`src/rtl/uint16_number_entry_if.sv`:
```
// Keypad-side and downstream-side signals of the UInt16 number entry block.
// master drives keys and out_ready; slave is the entry block itself.
interface uint16_number_entry_if;
    logic [9:0]  digit_keys;
    logic        clear;
    logic        enter;
    logic        out_ready;
    logic [15:0] value;
    logic [2:0]  digit_count;
    logic [15:0] number_out;
    logic        out_valid;
    logic        invalid_input;
    logic        overflow;

    modport master (
        output digit_keys, clear, enter, out_ready,
        input  value, digit_count, number_out, out_valid, invalid_input, overflow
    );

    modport slave (
        input  digit_keys, clear, enter, out_ready,
        output value, digit_count, number_out, out_valid, invalid_input, overflow
    );
endinterface

```
`src/rtl/uint16_number_entry.sv`:
```
// Keypad front end accumulating a decimal UInt16 (value*10 + digit) on key-press edges.
// Events act at the detecting edge; a committed number is held on out_valid until out_ready.
module uint16_number_entry #(
    parameter int unsigned MAX_VALUE = 65535
) (
    input  logic                 clk,
    input  logic                 rst_n,
    uint16_number_entry_if.slave bus
);
    localparam logic [1:0] ST_ENTRY  = 2'd0;
    localparam logic [1:0] ST_OUTPUT = 2'd1;
    localparam logic [1:0] ST_ERROR  = 2'd2;

    logic [1:0]  r_state;
    logic [9:0]  r_keys_prev;
    logic        r_clear_prev;
    logic        r_enter_prev;
    logic [15:0] r_value;
    logic [2:0]  r_digit_count;
    logic        r_entered;
    logic [15:0] r_number_out;
    logic        r_out_valid;
    logic        r_invalid;

    logic        w_digit_ev;
    logic        w_enter_ev;
    logic        w_clear_ev;
    logic        w_onehot;
    logic [3:0]  w_digit;
    logic [19:0] w_accum;
    logic        w_too_big;

    assign w_digit_ev = (|bus.digit_keys) & ~(|r_keys_prev);
    assign w_enter_ev = bus.enter & ~r_enter_prev;
    assign w_clear_ev = bus.clear & ~r_clear_prev;
    assign w_onehot   = (bus.digit_keys != 10'd0) &&
                        ((bus.digit_keys & (bus.digit_keys - 10'd1)) == 10'd0);

    always_comb begin
        w_digit = 4'd0;
        for (int i = 0; i < 10; i++) begin
            if (bus.digit_keys[i]) w_digit = 4'(i);
        end
    end

    // 20 bits holds 65535*10+9 without wrapping, so the limit compare is exact.
    assign w_accum   = {4'd0, r_value} * 20'd10 + {16'd0, w_digit};
    assign w_too_big = w_accum > 20'(MAX_VALUE);

    always_ff @(posedge clk or negedge rst_n) begin
        if (!rst_n) begin
            r_state       <= ST_ENTRY;
            r_keys_prev   <= 10'd0;
            r_clear_prev  <= 1'b0;
            r_enter_prev  <= 1'b0;
            r_value       <= 16'd0;
            r_digit_count <= 3'd0;
            r_entered     <= 1'b0;
            r_number_out  <= 16'd0;
            r_out_valid   <= 1'b0;
            r_invalid     <= 1'b0;
        end else begin
            r_keys_prev  <= bus.digit_keys;
            r_clear_prev <= bus.clear;
            r_enter_prev <= bus.enter;
            r_invalid    <= 1'b0;
            if (w_clear_ev) begin
                r_state       <= ST_ENTRY;
                r_value       <= 16'd0;
                r_digit_count <= 3'd0;
                r_entered     <= 1'b0;
                r_out_valid   <= 1'b0;
            end else begin
                case (r_state)
                    ST_ENTRY: begin
                        if (w_enter_ev) begin
                            if (r_entered) begin
                                r_number_out <= r_value;
                                r_out_valid  <= 1'b1;
                                r_state      <= ST_OUTPUT;
                            end else begin
                                r_invalid <= 1'b1;
                            end
                        end else if (w_digit_ev) begin
                            if (!w_onehot) begin
                                r_invalid <= 1'b1;
                            end else if (w_too_big) begin
                                r_state <= ST_ERROR;
                            end else begin
                                r_value   <= w_accum[15:0];
                                r_entered <= 1'b1;
                                // Leading zeros are accepted but are not significant digits.
                                if (!(r_value == 16'd0 && w_digit == 4'd0) && r_digit_count != 3'd5)
                                    r_digit_count <= r_digit_count + 3'd1;
                            end
                        end
                    end
                    ST_OUTPUT: begin
                        if (r_out_valid && bus.out_ready) begin
                            r_out_valid   <= 1'b0;
                            r_value       <= 16'd0;
                            r_digit_count <= 3'd0;
                            r_entered     <= 1'b0;
                            r_state       <= ST_ENTRY;
                        end
                    end
                    default: ;
                endcase
            end
        end
    end

    assign bus.value         = r_value;
    assign bus.digit_count   = r_digit_count;
    assign bus.number_out    = r_number_out;
    assign bus.out_valid     = r_out_valid;
    assign bus.invalid_input = r_invalid;
    assign bus.overflow      = (r_state == ST_ERROR);
endmodule

```
`src/flat_wrapper.sv`:
```
// flat-port wrapper written by rule: the top's interface ports become plain ports
module uint16_number_entry_flat 
#(
    parameter int unsigned MAX_VALUE = 65535
)
  (clk, rst_n, bus_digit_keys, bus_clear, bus_enter, bus_out_ready, bus_value, bus_digit_count, bus_number_out, bus_out_valid, bus_invalid_input, bus_overflow);
  uint16_number_entry_if bus_i ();
  input  logic clk;
  input  logic rst_n;
  input wire logic [$bits(bus_i.digit_keys)-1:0] bus_digit_keys;
  input wire logic [$bits(bus_i.clear)-1:0] bus_clear;
  input wire logic [$bits(bus_i.enter)-1:0] bus_enter;
  input wire logic [$bits(bus_i.out_ready)-1:0] bus_out_ready;
  output wire logic [$bits(bus_i.value)-1:0] bus_value;
  output wire logic [$bits(bus_i.digit_count)-1:0] bus_digit_count;
  output wire logic [$bits(bus_i.number_out)-1:0] bus_number_out;
  output wire logic [$bits(bus_i.out_valid)-1:0] bus_out_valid;
  output wire logic [$bits(bus_i.invalid_input)-1:0] bus_invalid_input;
  output wire logic [$bits(bus_i.overflow)-1:0] bus_overflow;
  assign bus_i.digit_keys = bus_digit_keys;
  assign bus_i.clear = bus_clear;
  assign bus_i.enter = bus_enter;
  assign bus_i.out_ready = bus_out_ready;
  assign bus_value = bus_i.value;
  assign bus_digit_count = bus_i.digit_count;
  assign bus_number_out = bus_i.number_out;
  assign bus_out_valid = bus_i.out_valid;
  assign bus_invalid_input = bus_i.invalid_input;
  assign bus_overflow = bus_i.overflow;
  uint16_number_entry #(.MAX_VALUE(MAX_VALUE)) u_core (.clk(clk), .rst_n(rst_n), .bus(bus_i));
endmodule
```
`config.mk`:
```
export PLATFORM = sky130hd
export DESIGN_NAME = uint16_number_entry_flat
export DESIGN_NICKNAME = d
export VERILOG_FILES = /design/src/rtl/uint16_number_entry_if.sv /design/src/rtl/uint16_number_entry.sv /design/src/flat_wrapper.sv
export SDC_FILE = /design/constraint.sdc
export NUM_CORES = 1
export LEC_CHECK = 0
export ABC_AREA = 1
export CAP_MARGIN = 25
export CORE_ASPECT_RATIO = 1.2
export CORE_MARGIN = 2
export CORE_UTILIZATION = 45
export CTS_CLUSTER_SIZE = 8
export DETAILED_ROUTE_END_ITERATION = 16
export PLACE_DENSITY = 0.67
export SYNTH_ARGS = -nofsm -noshare
export SYNTH_HDL_FRONTEND = slang
export SYNTH_SLANG_ARGS = --single-unit
```
`constraint.sdc`:
```
create_clock -name clk -period 8 [get_ports clk]
set_input_delay 0.8 -clock clk [delete_from_list [all_inputs] [get_ports clk]]
set_output_delay 0.8 -clock clk [all_outputs]
set_load 0.05 [all_outputs]
```
After elaboration in Yosys (flattened, before gate mapping)

Index checks and enable logic that the tools add are counted.

Bits of input ports: 15
Logic and storage cells: 105
Output and inout port bits: 38
Bits in registers: 52

Equal/unequal tests: 15
Bitwise logic cells: 8
Reductions and logical operators: 18
$add $sub $neg: 3
Magnitude comparators: 1
Mux-type cells: 49
Multipliers: 1

Operators by type and width:

| kind                                                            | count |
|---|---|
| two-way mux 16 bit                                              | 6 |
| two-way mux 4 bit                                               | 8 |
| one-hot mux 16 bit (2 select lines)                             | 1 |
| two-way mux 3 bit                                               | 7 |
| adder 20 x 4 -> 20 bit                                          | 1 |
| greater-than comparator 20 x 16 -> 1 bit, second input constant | 1 |
| OR reduction 10 bit                                             | 2 |
| multiplier 16 x 3 -> 19 bit, second input constant              | 1 |
| inequality test 3 x 1 -> 1 bit, second input constant           | 6 |
| logical NOT 16 bit                                              | 1 |
| two-way mux 1 bit                                               | 16 |
| two-way mux 2 bit                                               | 7 |
| inequality test 4 x 1 -> 1 bit, second input constant           | 3 |
| AND reduction 6 bit                                             | 2 |
| AND 10 bit                                                      | 1 |
| logical NOT 10 bit                                              | 1 |
| nonzero test 10 bit                                             | 1 |
| subtractor 10 x 1 -> 10 bit, second input constant              | 1 |
| AND reduction 4 bit                                             | 2 |
| AND reduction 7 bit                                             | 1 |
| inequality test 3 bit, second input constant                    | 2 |
| one-hot mux 3 bit (2 select lines)                              | 1 |
| logical AND 1 bit                                               | 4 |
| logical NOT 4 bit                                               | 1 |
| other kinds (12)                                                | 18 |

Logic depth before layout (Yosys ltp)

Gate-level depths: netlist of the first run.

Depth after elaboration: 20
Depth in mapped cells: 26
Mapped depth without buffers: 26

Worst setup path after synthesis of the first run

Ideal clock, no wire load.

Path type: input-to-reg
Start point: input port bus_digit_keys[9]
End point: register u_core.r_value[14], in the netlist u_core.bus.value[14]
Data arrival time: 3.404 ns
Buffers on the path: 1
Library setup time: 0.124 ns
Stages: 23
Required time: 7.876 ns
Slack: 4.473 ns
Path through: nor2_1 > inv_1 > a21oi_1 > ha_1 > inv_1 > fa_1 > o21ai_1 > nand2_1 > nor2_1 > nand2_1 > nor2_2 > nand2_2 > nor2_4 > nand2_1 > nand2_1 > nand2_1 > nor2_2 > nand3_2 > nand2_4 > nand2_4 > buf_6 > nand2_2 > o21ai_2

Cells in the longest elaborated chain, start to end: 8
Elaborated cells between the ends (all ways): 20
Those cells by class: 2 x add/sub; 1 x order compare; 3 x eq/ne; 7 x mux; 2 x bitwise; 5 x reduce/logical

RTL lines:

| what                                                           | line                      | text |
|---|---|---|
| start: declaration                                             | flat_wrapper.sv:10        | `input wire logic [$bits(bus_i.digit_keys)-1:0] bus_digit_keys;` |
| branches (longest 8 deep; another with adder 20 x 4 -> 20 bit) | --                        |  |
| end signal: assignment                                         | uint16_number_entry.sv:90 | `r_value <= w_accum[15:0];` |
| end: declaration                                               | uint16_number_entry.sv:18 | `logic [15:0] r_value;` |

Several ways; the timed one is not identified. The select of a mux whose other input is x is not followed.
A chain may end at the register's enable or synchronous reset.

Worst setup path in the final report of the first run

Start point: input port bus_digit_keys[9]
End point: register u_core.r_value[5], in the netlist u_core.bus.value[5]

The elaborated chain is that of the path after synthesis.

==> impl_metrics.toml, run 1 <==
[hold_path]
hold-path-cell-count = 2
hold_path_end = "u_core.bus.number_out[1]$_DFFE_PN0P_"
min-delay-start = "u_core.bus.number_out[1]$_DFFE_PN0P_"
hold_path_class = "flip-flop to flip-flop"

[setup_path]
crit_fanout = 34
critPathMaxStageDelay_ns = 0.44
timing_worst_setup_path_type = "primary input to flip-flop"
timing.critical_path.buf_inv = 4
timing.critical_path.mode_cell = "sky130_fd_sc_hd__nand2_1"
cp_top_family = "simple AND/OR/NAND/NOR gates"
critical_path.cell_chain = "clkdlybuf4s50_1 -> nor2_1 -> inv_1 -> a21oi_1 -> ha_1 -> inv_1 -> fa_1 -> o21ai_1 -> nand2_1 -> nor2_1 -> nand2_1 -> nor2_2 -> nand2_2 -> nor2_4 -> nand2_1 -> nor2_1 -> nor2_1 -> nand2_1 -> inv_2 -> nand3_2 -> nand2_4 -> nand2_4 -> nand2_1 -> o21ai_2"
worst_setup_path_start_kind = "primary input"
worst_r2r_path_depth = 22
timing.critical_path.arrival_ns = 4.45
regToRegStartpoint = "u_core.bus.value[1]$_DFFE_PN0P_"
critPathSlowestCell = "sky130_fd_sc_hd__clkdlybuf4s50_1"
timing.critical_path.required_ns = 8.24
r2r_end = "u_core.bus.value[5]$_DFFE_PN0P_"
critical_path.endpoint_type = "flip-flop"
worst-r2r-setup-slack_ns = 4.28

[global_route]
antenna_violations_before_repair = 0
grt_total_ovfl = 0
grt_first_pass_wirelength_um = 16400
grt_max_degree = 53
grt_usage = 0.207
via_count_of_the_first_global_routing_pass = 3730

[yosys]
synth_xor_xnor_area_share = 0.0150
ys.flop_type = "sky130_fd_sc_hd__dfrtp_1"
syn_nets = 613
synthMuxAreaShare = 0.0384
synthDistinctLibCells = 36
syn_avg_cell_area_um2 = 7.28
syn_inst = 563
synth_top_family_by_area = "simple AND/OR/NAND/NOR gates"
asyncSetResetFlopFracSynth = 1.00
synth_adder_area_share = 0.110
synth_compound_gate_area_share = 0.0803
yosysSeqAreaShare = 0.317
synth_edf_count = 0
yosys.area_share.simple = 0.352
yosysWarningCount = 0
ys_ff_latch = 52
cell_area_after_technology_mapping_um2 = 4100

[final_layout]
area_growth_pct = 17.8
drive_gt1_frac = 0.144
most_frequent_standard_cell_in_the_layout_excluding_fill_and_tap_cells = "sky130_fd_sc_hd__nand2_1"
multiInputGateArea_um2 = 2440
layout.area.seq_um2 = 1300
final_cell_mix = "169 x sky130_fd_sc_hd__nand2_1, 72 x sky130_fd_sc_hd__inv_1, 52 x sky130_fd_sc_hd__dfrtp_1"
fin_area_um2 = 4830
fillCellCount = 919
fin_nets = 665
antenna_cells_inserted = 0
utilization = 0.540

[floorplan]
io-pin-count = 53
die_w_um = 91.1
core_region_area_um2 = 8940
floorplan.initialDensity = 0.459
site_rows = 38
fp.dieArea_um2 = 9890
die_y_um = 109

[timing]
post-route-min-period_ns = 4.21
worst_pin_slew_ns = 0.898
relSlewSlack = 0.400
grt_setup_unrepaired = "false"
worst_skew_ns = 0.00779
max_freq_mhz = 237
timing.final.max_slew_violations = 0
final-setup-viol-count = 0
hold_violations = 0
finalSetupTns_ns = 0
period_share = 0.527

[place]
dpl.hpwl_um = 7700
gp_congestion = 0.919
postPlaceCellArea_um2 = 4720
place.port_buffers = 52

[cts]
post_cts_sizing_count = 0
cts_buffer_depth = 2
cts_inserted_buffers = 5
post-cts-setup-buffers = 0
cts.sinks = 52
cts.root.buffer_cell = "sky130_fd_sc_hd__clkbuf_8"
h_tree_depth = 2
clk_pin_slew_ns = 0.10
insertion_delay_ns = 0.31
cts_tree = "yes"
number_of_hold_repair_buffers_added_at_the_cts_stage = 0

[drt]
detail_route.vias_per_cell = 5.12
route.vias.total = 3770
post-route-drc-count = 0
wl_per_cell_um = 13.3
drtIter0Drc = 203
detailedRoute.firstPassIterationCount = 4
postRouteWirelength_um = 9810
ant_nets = 0

[run_status]
result_of_the_run = "completed"

[job]
drv.max_cap_violation_count = 0

[power]
pwr_density_cell_nw_per_um2 = 445
p_leak_uw = 0.00250
ir_worst_vdd_v = 0.000302
-- cells in the mapped netlist, drive strengths merged (3+ instances only) --
| cell | number | area (um^2) |
|---|---|---|
| nor3 | 5 | 25.0 |
| ha | 33 | 413 |
| nor2 | 47 | 201 |
| a21oi | 12 | 63.8 |
| nand3 | 41 | 220 |
| nor4 | 6 | 37.5 |
| xnor2 | 4 | 35.0 |
| o21ai | 30 | 214 |
| or2 | 3 | 18.8 |
| nand2 | 195 | 807 |
| buf | 4 | 41.3 |
| xor2 | 3 | 26.3 |
| mux2 | 14 | 158 |
| nand4 | 19 | 119 |
| inv | 79 | 297 |
| dfrtp | 52 | 1300 |
| clkbuf | 4 | 15.0 |
-- flip-flops by register name (all words and copies together), names as in the netlist --
| signal | flops |
|---|---|
| u_core.bus.number_out | 16 |
| u_core.bus.value | 16 |
| u_core.r_keys_prev | 10 |
| u_core.bus.digit_count | 3 |
| u_core.r_state | 2 |
| u_core.bus.invalid_input | 1 |
| u_core.bus.out_valid | 1 |
| u_core.r_clear_prev | 1 |
| u_core.r_enter_prev | 1 |
| u_core.r_entered | 1 |
-- worst max-delay path by stage --
| stage | slack, ns | depth (start not counted) | startpoint | to |
|---|---|---|---|---|
| 2_1_floorplan | 4.47 | 23 | bus_digit_keys[9] | u_core.bus.value[14]$_DFFE_PN0P_ |
| 3_3_place_gp | 3.66 | 24 | bus_digit_keys[9] | u_core.bus.value[2]$_DFFE_PN0P_ |
| 3_5_place_dp | 3.47 | 24 | bus_digit_keys[9] | u_core.bus.value[3]$_DFFE_PN0P_ |
| 4_1_cts | 3.79 | 24 | bus_digit_keys[9] | u_core.bus.value[3]$_DFFE_PN0P_ |
| 5_1_grt | 3.39 | 24 | bus_digit_keys[9] | u_core.bus.value[3]$_DFFE_PN0P_ |
| 6_report | 3.79 | 24 | bus_digit_keys[9] | u_core.bus.value[5]$_DFFE_PN0P_ |
-- report_power, final --
part / internal [uW] / switching [uW] / leakage, uW / total (uW)
clock: 92.6 / 89.5 / 0.0000541 / 182
combinational: 518 / 991 / 0.00179 / 1510
sequential: 352 / 105 / 0.000658 / 457
-- worst min-delay path: stages (launching register included) --
cell and delay [ns]:
sky130_fd_sc_hd__dfrtp_1 0.35, sky130_fd_sc_hd__nand2_1 0.05, sky130_fd_sc_hd__o21ai_0 0.07
-- through the flow --
step                power [uW]  hold WS, ns  instances  worst slack (ns)
floorplan                 1590        0.461        563              4.47
global placement          1940        0.470        728              3.66
detailed placement        1970        0.485        728              3.47
CTS                       2160        0.506        736              3.79
global route              2340        0.530        736              3.39
finish                    2150        0.501        736              3.79
-- kinds of logic after synthesis --
group | Yosys count
compound gates | 49
buf+inv | 88
fa+ha+maj | 35
flops | 52
xor+xnor | 7
simple gates | 318
mux | 14
-- cell type report --
type	instances	area share
clock buffers	5	0.0143
clock inverters	3	0.00881
inverters	80	0.0622
multi-input cells	423	0.506
flip-flops and latches	52	0.270
well taps	120	0.0311
repair buffers	53	0.108
-- routing by layer --
layer	global-route usage	vias to the layer above	routed length (um)
met5	0	-	0
met4	0.0768	0	223
met1	0.238	1755	4260
met3	0.0216	18	291
met2	0.394	73	5030
li1	-	1924	-
Power figures use the tool's default switching activity.
==> run 2: changes to the inputs <==
--- a/config.mk
+++ b/config.mk
@@ -12,7 +12,7 @@
 export CORE_UTILIZATION = 45
 export CTS_CLUSTER_SIZE = 8
 export DETAILED_ROUTE_END_ITERATION = 16
-export PLACE_DENSITY = 0.67
+export PLACE_DENSITY = 0.7
 export SYNTH_ARGS = -nofsm -noshare
 export SYNTH_HDL_FRONTEND = slang
 export SYNTH_SLANG_ARGS = --single-unit
==> constraint.sdc (replaced) <==
create_clock -name clk -period 3.8 [get_ports clk]
set_input_delay 0.38 -clock clk [delete_from_list [all_inputs] [get_ports clk]]
set_output_delay 0.38 -clock clk [all_outputs]
set_load 0.05 [all_outputs]
==> run 2 against run 1 <==
Sequential power rose by 110%; clock power increased by 79%; flip-flop and latch count stayed put; register-to-register slack worse by 3.9 ns; non-clock buffer count increased by 11; largest power group unchanged; global-route usage grew 0.90 points; power increased by 110%.
==> impl_metrics.toml, run 2 (synthesis gave the netlist of run 1 again) <==
[run_status]
result_of_the_run = "completed"

[power]
p_seq_frac = 0.207
clock_power_share = 0.071
pwr_density_cell_nw_per_um2 = 925
power.switching_fraction = 0.548
p_int_uw = 2060
ir_worst_vdd_v = 0.000401
p_sw_uw = 2510
p_leak_uw = 0.00256
power.combinational.fraction = 0.722
fin_total_pwr_uw = 4570

[cts]
post_cts_sizing_count = 0
number_of_hold_repair_buffers_added_at_the_cts_stage = 0
insertion_delay_ns = 0.31
post-cts-setup-buffers = 0
clk_pin_slew_ns = 0.09
cts_tree = "yes"
cts_inserted_buffers = 5
h_tree_depth = 2
cts_buffer_depth = 2
cts.sinks = 52
cts.root.buffer_cell = "sky130_fd_sc_hd__clkbuf_8"

[setup_path]
crit_fanout = 21
timing_worst_setup_path_type = "flip-flop to flip-flop"
critical_path.endpoint_type = "flip-flop"
timing.critical_path.mode_cell = "sky130_fd_sc_hd__nand2_1"
timing.critical_path.arrival_ns = 3.67
regToRegStartpoint = "u_core.bus.value[3]$_DFFE_PN0P_"
timing.critical_path.required_ns = 4.00
critPathMaxStageDelay_ns = 0.55
cp_top_family = "simple AND/OR/NAND/NOR gates"
critical_path.cell_chain = "ha_1 -> ha_1 -> fa_1 -> nand2_1 -> nor2_1 -> nand2_1 -> a21oi_2 -> nand3_1 -> nor2_1 -> nand2_1 -> nor2_2 -> nand3_1 -> nand2_1 -> nand2_1 -> inv_2 -> nand3_2 -> nand2_4 -> nand2_4 -> buf_12 -> nand2_1 -> o21ai_2"
r2r_end = "u_core.bus.value[5]$_DFFE_PN0P_"
worst_setup_path_start_kind = "flip-flop"
worst-r2r-setup-slack_ns = 0.34
critPathSlowestCell = "sky130_fd_sc_hd__fa_1"
worst_r2r_path_depth = 21
timing.critical_path.buf_inv = 2

[final_layout]
antenna_cells_inserted = 0
multiInputGateArea_um2 = 2450
final_cell_mix = "169 x sky130_fd_sc_hd__nand2_1, 72 x sky130_fd_sc_hd__inv_1, 51 x sky130_fd_sc_hd__clkdlybuf4s50_1, 51 x sky130_fd_sc_hd__dfrtp_1, 39 x sky130_fd_sc_hd__nor2_1"
area_growth_pct = 20.5
most_frequent_standard_cell_in_the_layout_excluding_fill_and_tap_cells = "sky130_fd_sc_hd__nand2_1"
fillCellCount = 864
drive_gt1_frac = 0.164
layout.area.seq_um2 = 1300
fin_nets = 676

[timing]
period_share = 0.912
worst_pin_slew_ns = 0.690
hold_violations = 0
timing.final.max_slew_violations = 0
final-setup-viol-count = 0
relSlewSlack = 0.538
post-route-min-period_ns = 3.46
finalSetupTns_ns = 0
max_freq_mhz = 289
grt_setup_unrepaired = "false"
worst_skew_ns = 0.00273

[floorplan]
die_w_um = 91.1
io-pin-count = 53
site_rows = 38
floorplan.initialDensity = 0.459
core_region_area_um2 = 8940
die_y_um = 109
fp.dieArea_um2 = 9890

[place]
dpl.hpwl_um = 7890
place.port_buffers = 52
gp_congestion = 0.858

[drt]
post-route-drc-count = 0
ant_nets = 0
detailedRoute.firstPassIterationCount = 4
detail_route.vias_per_cell = 5.14
wl_per_cell_um = 13.5
postRouteWirelength_um = 10100
route.vias.total = 3837
drtIter0Drc = 176

[hold_path]
hold_path_class = "primary input to async pin"

[global_route]
antenna_violations_before_repair = 0
grt_first_pass_wirelength_um = 17400
via_count_of_the_first_global_routing_pass = 3918
grt_max_degree = 53
grt_total_ovfl = 0
grt_usage = 0.216

[job]
drv.max_cap_violation_count = 0
==> run 2: worst max-delay path by stage <==
stage	from	endpoint	slack [ns]	depth (start not counted)
after detailed placement	bus_digit_keys[6]	u_core.bus.value[5]$_DFFE_PN0P_	-0.03	25
after global routing	u_core.bus.value[3]$_DFFE_PN0P_	u_core.bus.value[4]$_DFFE_PN0P_	0.01	21
after global placement	bus_digit_keys[6]	u_core.bus.value[5]$_DFFE_PN0P_	0.09	25
after CTS	bus_digit_keys[6]	u_core.bus.value[5]$_DFFE_PN0P_	0.30	25
after floorplan	u_core.bus.value[1]$_DFFE_PN0P_	u_core.bus.value[14]$_DFFE_PN0P_	0.39	21
final	u_core.bus.value[3]$_DFFE_PN0P_	u_core.bus.value[5]$_DFFE_PN0P_	0.34	21
==> run 2: through the flow <==
step / std cells / hold WS (ns) / worst slack, ns / cell area, um^2 / utilization
after CTS: 747 / 0.200 / 0.301 / 4930 / 0.551
after global routing: 747 / 0.239 / 0.0138 / 4940 / 0.553
after global placement: 739 / 0.472 / 0.0898 / 4840 / 0.541
after detailed placement: 739 / 0.479 / -0.0287 / 4840 / 0.541
after floorplan: 563 / 0.0844 / 0.391 / 4100 / -
final: 747 / 0.182 / 0.335 / 4940 / 0.553
==> run 2: layout make-up <==
cell class                      count  area share
Multi-Input combinational cell    423       0.497
Tap cell                          120      0.0304
Inverter                           80      0.0608
Clock buffer                        8      0.0182
Timing Repair Buffer               64       0.130
Sequential cell                    52       0.264
==> run 2: power by group through the flow <==
| stage | Combinational (uW) | Sequential [uW] | Clock (uW) |
|---|---|---|---|
| 3_3_place_gp | 3210 | 950 | 0 |
| 3_5_place_dp | 3270 | 959 | 0 |
| 6_report | 3300 | 948 | 325 |
| 5_1_grt | 3630 | 982 | 352 |
| 4_1_cts | 3290 | 950 | 335 |
| 2_1_floorplan | 1890 | 1470 | 0 |
==> run 2: routing by layer <==
layer,GRT usage,part of all wire,vias up
met5,0,0,-
met1,0.249,0.42,1797
met4,0.0844,0.025,0
li1,-,-,1940
met2,0.403,0.52,81
met3,0.0300,0.036,19
